File: src/rtl/mc_datapath_if.sv
// Shared instruction/data memory port with a req/ack handshake.
// The core drives the request side; the memory acknowledges when the
// access completes and, for reads, presents the data in the same cycle.
interface mc_datapath_if #(
  parameter int ADDR_BITS = 12
);
  logic                 mem_req;
  logic                 mem_we;
  logic [ADDR_BITS-1:0] mem_addr;
  logic [31:0]          mem_wdata;
  logic [31:0]          mem_rdata;
  logic                 mem_ack;

  modport master (
    output mem_req, mem_we, mem_addr, mem_wdata,
    input  mem_rdata, mem_ack
  );

  modport slave (
    input  mem_req, mem_we, mem_addr, mem_wdata,
    output mem_rdata, mem_ack
  );
endinterface

File: src/rtl/mc_datapath.sv
// Multi-cycle MIPS subset core: datapath and control FSM in one block.
// Fetch and data accesses share one memory port; any number of wait
// states is tolerated. Illegal opcodes and misaligned lw/sw trap to HALT.
module mc_datapath #(
  parameter logic [31:0] RESET_PC  = 32'h0000_3000,
  parameter int          ADDR_BITS = 12
) (
  input  logic          clk,
  input  logic          reset,
  mc_datapath_if.master bus,
  output logic          halted,
  output logic [31:0]   pc_out,
  output logic [2:0]    dbg_state
);

  typedef enum logic [2:0] {
    S_RST    = 3'd0,
    S_FETCH  = 3'd1,
    S_DECODE = 3'd2,
    S_EXEC   = 3'd3,
    S_MEM    = 3'd4,
    S_WB     = 3'd5,
    S_HALT   = 3'd6
  } state_t;

  localparam logic [5:0] OP_RTYPE = 6'h00;
  localparam logic [5:0] OP_J     = 6'h02;
  localparam logic [5:0] OP_BEQ   = 6'h04;
  localparam logic [5:0] OP_ADDIU = 6'h09;
  localparam logic [5:0] OP_ORI   = 6'h0D;
  localparam logic [5:0] OP_LUI   = 6'h0F;
  localparam logic [5:0] OP_LW    = 6'h23;
  localparam logic [5:0] OP_SW    = 6'h2B;

  localparam logic [5:0] FN_SLL   = 6'h00;
  localparam logic [5:0] FN_ADDU  = 6'h21;
  localparam logic [5:0] FN_SUBU  = 6'h23;
  localparam logic [5:0] FN_AND   = 6'h24;
  localparam logic [5:0] FN_OR    = 6'h25;
  localparam logic [5:0] FN_SLT   = 6'h2A;

  state_t      state, state_next;
  logic [31:0] pc, ir, a, b, alu_out, mdr;
  logic [31:0] regs [32];

  // Instruction fields, always taken from the latched IR.
  logic [5:0]  op, funct;
  logic [4:0]  rs, rt, rd, shamt;
  logic [15:0] imm;
  logic [25:0] target;

  assign op     = ir[31:26];
  assign rs     = ir[25:21];
  assign rt     = ir[20:16];
  assign rd     = ir[15:11];
  assign shamt  = ir[10:6];
  assign funct  = ir[5:0];
  assign imm    = ir[15:0];
  assign target = ir[25:0];

  logic [31:0] imm_sext, imm_zext, br_offset;
  assign imm_sext  = {{16{imm[15]}}, imm};
  assign imm_zext  = {16'h0000, imm};
  assign br_offset = {{14{imm[15]}}, imm, 2'b00};

  logic is_rtype, is_addiu, is_ori, is_lui, is_lw, is_sw, is_beq, is_j;
  logic legal;

  // Classify the instruction held in IR and flag anything unsupported.
  always_comb begin
    is_rtype = (op == OP_RTYPE);
    is_addiu = (op == OP_ADDIU);
    is_ori   = (op == OP_ORI);
    is_lui   = (op == OP_LUI);
    is_lw    = (op == OP_LW);
    is_sw    = (op == OP_SW);
    is_beq   = (op == OP_BEQ);
    is_j     = (op == OP_J);
    if (is_rtype) begin
      legal = funct inside {FN_SLL, FN_ADDU, FN_SUBU, FN_AND, FN_OR, FN_SLT};
    end else begin
      legal = is_addiu | is_ori | is_lui | is_lw | is_sw | is_beq | is_j;
    end
  end

  logic [31:0] alu_result;

  // ALU: operates on the A/B operand registers latched in DECODE.
  always_comb begin
    // NOTE: assigning a default first guarantees every path drives the
    // signal, so no latch is inferred for the unlisted cases.
    alu_result = 32'h0;
    if (is_rtype) begin
      case (funct)
        FN_ADDU: alu_result = a + b;
        FN_SUBU: alu_result = a - b;
        FN_AND:  alu_result = a & b;
        FN_OR:   alu_result = a | b;
        FN_SLT:  alu_result = ($signed(a) < $signed(b)) ? 32'h1 : 32'h0;
        FN_SLL:  alu_result = b << shamt;
        default: alu_result = 32'h0;
      endcase
    end else if (is_addiu || is_lw || is_sw) begin
      alu_result = a + imm_sext;
    end else if (is_ori) begin
      alu_result = a | imm_zext;
    end else if (is_lui) begin
      alu_result = {imm, 16'h0000};
    end
  end

  logic [4:0]  wb_dst;
  logic [31:0] wb_data;
  assign wb_dst  = is_rtype ? rd : rt;
  assign wb_data = is_lw ? mdr : alu_out;

  // State register; reset returns the FSM to RST and drops mem_req at once.
  always_ff @(posedge clk or posedge reset) begin
    // NOTE: sequential state uses non-blocking (<=) so every flop samples
    // pre-edge values regardless of statement order.
    if (reset) state <= S_RST;
    else       state <= state_next;
  end

  // Next-state logic: memory states hold until the access is acknowledged.
  always_comb begin
    state_next = state;
    case (state)
      S_RST:    state_next = S_FETCH;
      S_FETCH:  if (bus.mem_ack) state_next = S_DECODE;
      S_DECODE: state_next = legal ? S_EXEC : S_HALT;
      S_EXEC: begin
        if (is_lw || is_sw) begin
          state_next = (alu_result[1:0] != 2'b00) ? S_HALT : S_MEM;
        end else if (is_beq || is_j) begin
          state_next = S_FETCH;
        end else begin
          state_next = S_WB;
        end
      end
      S_MEM:    if (bus.mem_ack) state_next = is_sw ? S_FETCH : S_WB;
      S_WB:     state_next = S_FETCH;
      S_HALT:   state_next = S_HALT;
      default:  state_next = S_HALT;
    endcase
  end

  // Bus outputs decoded from registers only; mem_ack never reaches them.
  always_comb begin
    bus.mem_req   = 1'b0;
    bus.mem_we    = 1'b0;
    bus.mem_addr  = '0;
    bus.mem_wdata = 32'h0;
    halted        = 1'b0;
    case (state)
      S_FETCH: begin
        bus.mem_req  = 1'b1;
        bus.mem_addr = pc[ADDR_BITS-1:0];
      end
      S_MEM: begin
        bus.mem_req   = 1'b1;
        bus.mem_we    = is_sw;
        bus.mem_addr  = alu_out[ADDR_BITS-1:0];
        bus.mem_wdata = b;
      end
      S_HALT:  halted = 1'b1;
      default: ;
    endcase
  end

  assign pc_out    = pc;
  assign dbg_state = state;

  // Datapath registers and register file, updated per FSM state.
  always_ff @(posedge clk or posedge reset) begin
    if (reset) begin
      pc      <= RESET_PC;
      ir      <= 32'h0;
      a       <= 32'h0;
      b       <= 32'h0;
      alu_out <= 32'h0;
      mdr     <= 32'h0;
      // NOTE: the register file is reset with the core because software
      // assumes zeroed registers; this keeps it in flops, not a RAM macro.
      for (int i = 0; i < 32; i++) regs[i] <= 32'h0;
    end else begin
      case (state)
        S_FETCH: begin
          if (bus.mem_ack) begin
            ir <= bus.mem_rdata;
            pc <= pc + 32'd4;
          end
        end
        S_DECODE: begin
          a <= regs[rs];
          b <= regs[rt];
        end
        S_EXEC: begin
          alu_out <= alu_result;
          if (is_beq && (a == b)) pc <= pc + br_offset;
          if (is_j)               pc <= {pc[31:28], target, 2'b00};
        end
        S_MEM: begin
          if (bus.mem_ack && !is_sw) mdr <= bus.mem_rdata;
        end
        S_WB: begin
          // $0 is never written, so it always reads back as zero.
          if (wb_dst != 5'd0) regs[wb_dst] <= wb_data;
        end
        default: ;
      endcase
    end
  end

endmodule

File: src/flat_wrapper.sv
// flat-port wrapper written by rule: the top's interface ports become plain ports
module mc_datapath_flat 
#(
  parameter logic [31:0] RESET_PC  = 32'h0000_3000,
  parameter int          ADDR_BITS = 12
)
  (clk, reset, halted, pc_out, dbg_state, bus_mem_req, bus_mem_we, bus_mem_addr, bus_mem_wdata, bus_mem_rdata, bus_mem_ack);
  mc_datapath_if #(.ADDR_BITS(ADDR_BITS)) bus_i ();
  input  logic clk;
  input  logic reset;
  output logic halted;
  output logic [31:0] pc_out;
  output logic [2:0] dbg_state;
  output wire logic [$bits(bus_i.mem_req)-1:0] bus_mem_req;
  output wire logic [$bits(bus_i.mem_we)-1:0] bus_mem_we;
  output wire logic [$bits(bus_i.mem_addr)-1:0] bus_mem_addr;
  output wire logic [$bits(bus_i.mem_wdata)-1:0] bus_mem_wdata;
  input wire logic [$bits(bus_i.mem_rdata)-1:0] bus_mem_rdata;
  input wire logic [$bits(bus_i.mem_ack)-1:0] bus_mem_ack;
  assign bus_mem_req = bus_i.mem_req;
  assign bus_mem_we = bus_i.mem_we;
  assign bus_mem_addr = bus_i.mem_addr;
  assign bus_mem_wdata = bus_i.mem_wdata;
  assign bus_i.mem_rdata = bus_mem_rdata;
  assign bus_i.mem_ack = bus_mem_ack;
  mc_datapath #(.RESET_PC(RESET_PC), .ADDR_BITS(ADDR_BITS)) u_core (.clk(clk), .reset(reset), .bus(bus_i), .halted(halted), .pc_out(pc_out), .dbg_state(dbg_state));
endmodule
File: config.mk
export PLATFORM = sky130hd
export DESIGN_NAME = mc_datapath_flat
export DESIGN_NICKNAME = d
export VERILOG_FILES = /design/src/rtl/mc_datapath_if.sv /design/src/rtl/mc_datapath.sv /design/src/flat_wrapper.sv
export SDC_FILE = /design/constraint.sdc
export NUM_CORES = 2
export LEC_CHECK = 0
export BUFFER_PORTS_ARGS = -buffer_cell sky130_fd_sc_hd__clkbuf_2
export CORE_MARGIN = 2
export CORE_UTILIZATION = 58
export DETAILED_ROUTE_END_ITERATION = 10
export PLACE_DENSITY = 0.89
export SLEW_MARGIN = 0
export SYNTH_ARGS = -nofsm -noshare
export SYNTH_HDL_FRONTEND = slang
export SYNTH_SLANG_ARGS = --single-unit
File: constraint.sdc
create_clock -name clk -period 39.1 [get_ports clk]
set_clock_uncertainty 0.15 [all_clocks]
set_input_delay 7.82 -clock clk [delete_from_list [all_inputs] [get_ports clk]]
set_output_delay 7.82 -clock clk [all_outputs]
set_load 0.01 [all_outputs]
==> results.md <==
* Status: complete, no violations
* Final Cycle Share at 31.4%
* Critical Path RT at 39.69 ns
* WL met2 at 112,000 um
* RSZ-0062 raised after global routing: false
* CTS tree: yes
* Asr flop ratio synth at 100%
* Power Density at 92.8 nW/um^2
* Number of I/O pins at 117
* Reg power frac at 31.1%
* Int Power at 3.83 mW
* Met3 Routed Length at 42,000 um
* I/O Buffers at 114
* Commonest cells in the netlist: 1,215 x dfrtp_1, 834 x a21oi_1, 819 x nor2_1, 703 x nand2_1, 656 x mux4_2
* Die area at 124,000 sq um
* WS Path Type: primary input to async pin
* Clk pwr share at 17.6%
* Starting DRT DRC Count at 11,500
* Area contributors post-synth: dfrtp_1 43%, mux4_2 21%, a21oi_1 5.9%, nor2_1 4.4%, o21ai_0 4.0%
* DRT Pass-1 Iters at 11
* Post-synthesis sequential area ratio at 43.2%
* Reg-to-reg endpoint: u_core.b[10]$_DFFE_PP0P_
* Final setup viols at 0
* Synthesized area at 70,500 sq um
* Synth Register Bits at 1,217
* Cell Count, Final, Fillers Out at 8,127
* WL/cell at 31.8 um
* Hold Crit Class: register to register
* Worst reg2reg path startpoint: u_core.ir[16]$_DFFE_PP0P_
* Skew-Pair Late Insertion Delay at 0.76 ns
* Critical-path cell with the highest stage delay: buf_4
* Maximum VDD drop at 0.0787 mV
* Inserted Clock Buffers at 119
* R2R Setup Slk at 33.26 ns
* GPL Wtd Cong at 1.05
* Maxcap violations at 0
* Clock Tree Buf Depth at 3
* Initial antenna violation count at 10
* Fraction of layout cells with a size suffix above 1 at 19.4%
* Comb pwr share at 51.3%
* Max Freq at 81.4 MHz
* Largest area contributor in the synthesized netlist: dfrtp_1
* Number of flops mapped to enable cells by yosys at 0
* Vias in the first global route at 61,500
* Hold Path Sink: u_core.regs[1021]$_DFFE_PP0P_
* Gr usage total at 41.1%
* Gate Count Post-Synth at 6,654
* # clock sinks at 1,217
* DR top layer: met5
* Switching power at 3.26 mW
* Clock Tree Root: clkbuf_16
* Worst-Margin Slew at 1.30 ns
* Count leader, synth: dfrtp_1
* Beginning of the worst hold path: u_core.regs[1021]$_DFFE_PP0P_
* Synthesis Warnings at 0
* CP Cell Sequence: clkbuf_2, clkinvlp_4, buf_4, buf_4, buf_4, buf_4, buf_4
* Drt drc at 0
* Fin Setup TNS at 0 ns
* Final hold viol count at 0
* Via count at 61,400
* Largest net degree at the start of global routing at 123
* Fin crit period at 12.28 ns
* Die width at 353 um
* Hold_ws at 0.246 ns
* Crit path arrival time at 12.87 ns
* Reg2reg path depth at 7
* Post-route ant nets at 0
* CTS resizes at 0
* GRT overflow at 0
* CP Launch Type: primary input
* Slew margin rel. at 11.1%
* Nature of the critical path endpoint: async pin
* H-tree depth at 3
* Synthesized area per cell at 10.6 sq um
* Fin util at 63.5%
* Fin nets at 6,620
* Core Area at 120,000 sq um
* Worst path most repeated cell: buf_4
* Ys flop type: dfrtp_1
* Std cell rows at 127
* Drt total wl at 258,000 um
* First-pass GRT wire length at 385,000 um
* Vias per cell at 7.55
* Design Power at 7.09 mW
* Met1 WL at 82,900 um
* Cells after DPL at 7,899
* Number of fill cells at 8,257
* Area Growth Syn to Fin at 8.26%
* Starting density of the core at 58.6%
* Worst hold stages at 0
* Post-DP HPWL at 156,000 um
* Reg clk slew, reported paths at 0.06 ns
* Yosys cell types at 91
* Static Leak at 32.9 nW
* Max Slew Vio Count at 0
* Switch share at 46.0%
* Synth top area share at 43.1%
* Die height at 353 um
* Slowest stage delay, CP at 0.85 ns
* Critical path fanouts, max at 74
* Cts hold-fix bufs at 0
* Post-CTS Setup Bufs at 0
==> logic make-up after synthesis <==
kind of cell | share of synthesized area (%)
adder cells (fa/ha/maj) | 3.18
other | 0.00532
flip-flops | 43.2
AO/OA/AOI/OAI | 14.0
multiplexers | 23.9
XOR/XNOR | 0.894
AND/OR/NAND/NOR | 10.7
buffers and inverters | 4.15
==> per-layer routing <==
metal  vias to the layer above  track usage [%]
met5                         -            0.377
met4                        14             26.9
met3                      1845             17.6
met2                      6160             59.8
met1                     29700             50.2
li1                      23700                -
==> power groups by stage <==
| stage | Combinational, mW | Sequential [mW] | Clock [mW] |
|---|---|---|---|
| 6_report | 3.63 | 2.21 | 1.25 |
| 5_1_grt | 3.81 | 2.22 | 1.29 |
| 4_1_cts | 3.49 | 2.15 | 1.24 |
| 3_5_place_dp | 3.44 | 2.16 | 0 |
| 3_3_place_gp | 3.35 | 2.11 | 0 |
| 2_1_floorplan | 2.56 | 1.91 | 0 |
==> sequential cells by signal (all words and copies together) (netlist names) <==
signal            count
u_core.a             32
u_core.pc_out        30
u_core.dbg_state      3
u_core.b             32
u_core.mdr           32
u_core.regs        1024
u_core.alu_out       32
u_core.ir            32
==> area by class of cell <==
class	instances	area, sq um	area share [%]
tap	1612	2020	2.64
clock buffer	175	3510	4.60
timing repair buffer	253	1650	2.16
multi-input combinational	4689	37500	49.1
antenna	4	10.0	0.0131
sequential	1217	30500	39.9
inverter	128	484	0.634
clock inverter	49	694	0.909
==> metrics by stage <==
step | worst slack [ns] | cell area (sq um)
after floorplan | 14.32 | 70500
after global placement | 26.03 | 72100
after detailed placement | 25.96 | 72100
after CTS | 26.71 | 76300
after global routing | 26.04 | 76300
final | 26.82 | 76400
==> worst max path at each step <==
stage / cells after the start / start / slack [ns] / end
floorplan: 1 / reset / 14.32 / u_core.a[0]$_DFFE_PP0P_
global placement: 7 / reset / 26.03 / u_core.regs[645]$_DFFE_PP0P_
detailed placement: 7 / reset / 25.96 / u_core.regs[674]$_DFFE_PP0P_
CTS: 7 / reset / 26.71 / u_core.regs[901]$_DFFE_PP0P_
global route: 7 / reset / 26.04 / u_core.regs[549]$_DFFE_PP0P_
finish: 7 / reset / 26.82 / u_core.regs[997]$_DFFE_PP0P_
==> cells in the final DEF, fill, tap and decap left out, drive strengths merged, types with 12 or more instances in the layout <==
| cell type | n |
|---|---|
| a21oi | 834 |
| bufinv | 14 |
| or3 | 17 |
| nand2b | 22 |
| nor2 | 834 |
| inv | 129 |
| nor3 | 54 |
| a211oi | 24 |
| a21o | 40 |
| mux4 | 656 |
| nand3 | 52 |
| o22ai | 21 |
| o21ai | 581 |
| ha | 173 |
| xnor2 | 46 |
| xor2 | 26 |
| a22o | 12 |
| nor2b | 20 |
| a31oi | 28 |
| o21a | 13 |
| mux2 | 39 |
| a221oi | 17 |
| nand2 | 703 |
| clkbuf | 289 |
| dfrtp | 1215 |
| and2 | 42 |
| buf | 139 |
| and3 | 21 |
| o211ai | 23 |
| mux2i | 163 |
| o21bai | 19 |
| o31ai | 14 |
| nand4 | 20 |
| o221ai | 20 |
| a222oi | 14 |
| clkinv | 29 |
==> worst max-delay path: cells and delay by family <==
kind	cells	cell delay, ns
buffers and inverters	7	4.85
No activity file was read; power rests on OpenSTA's default activity.
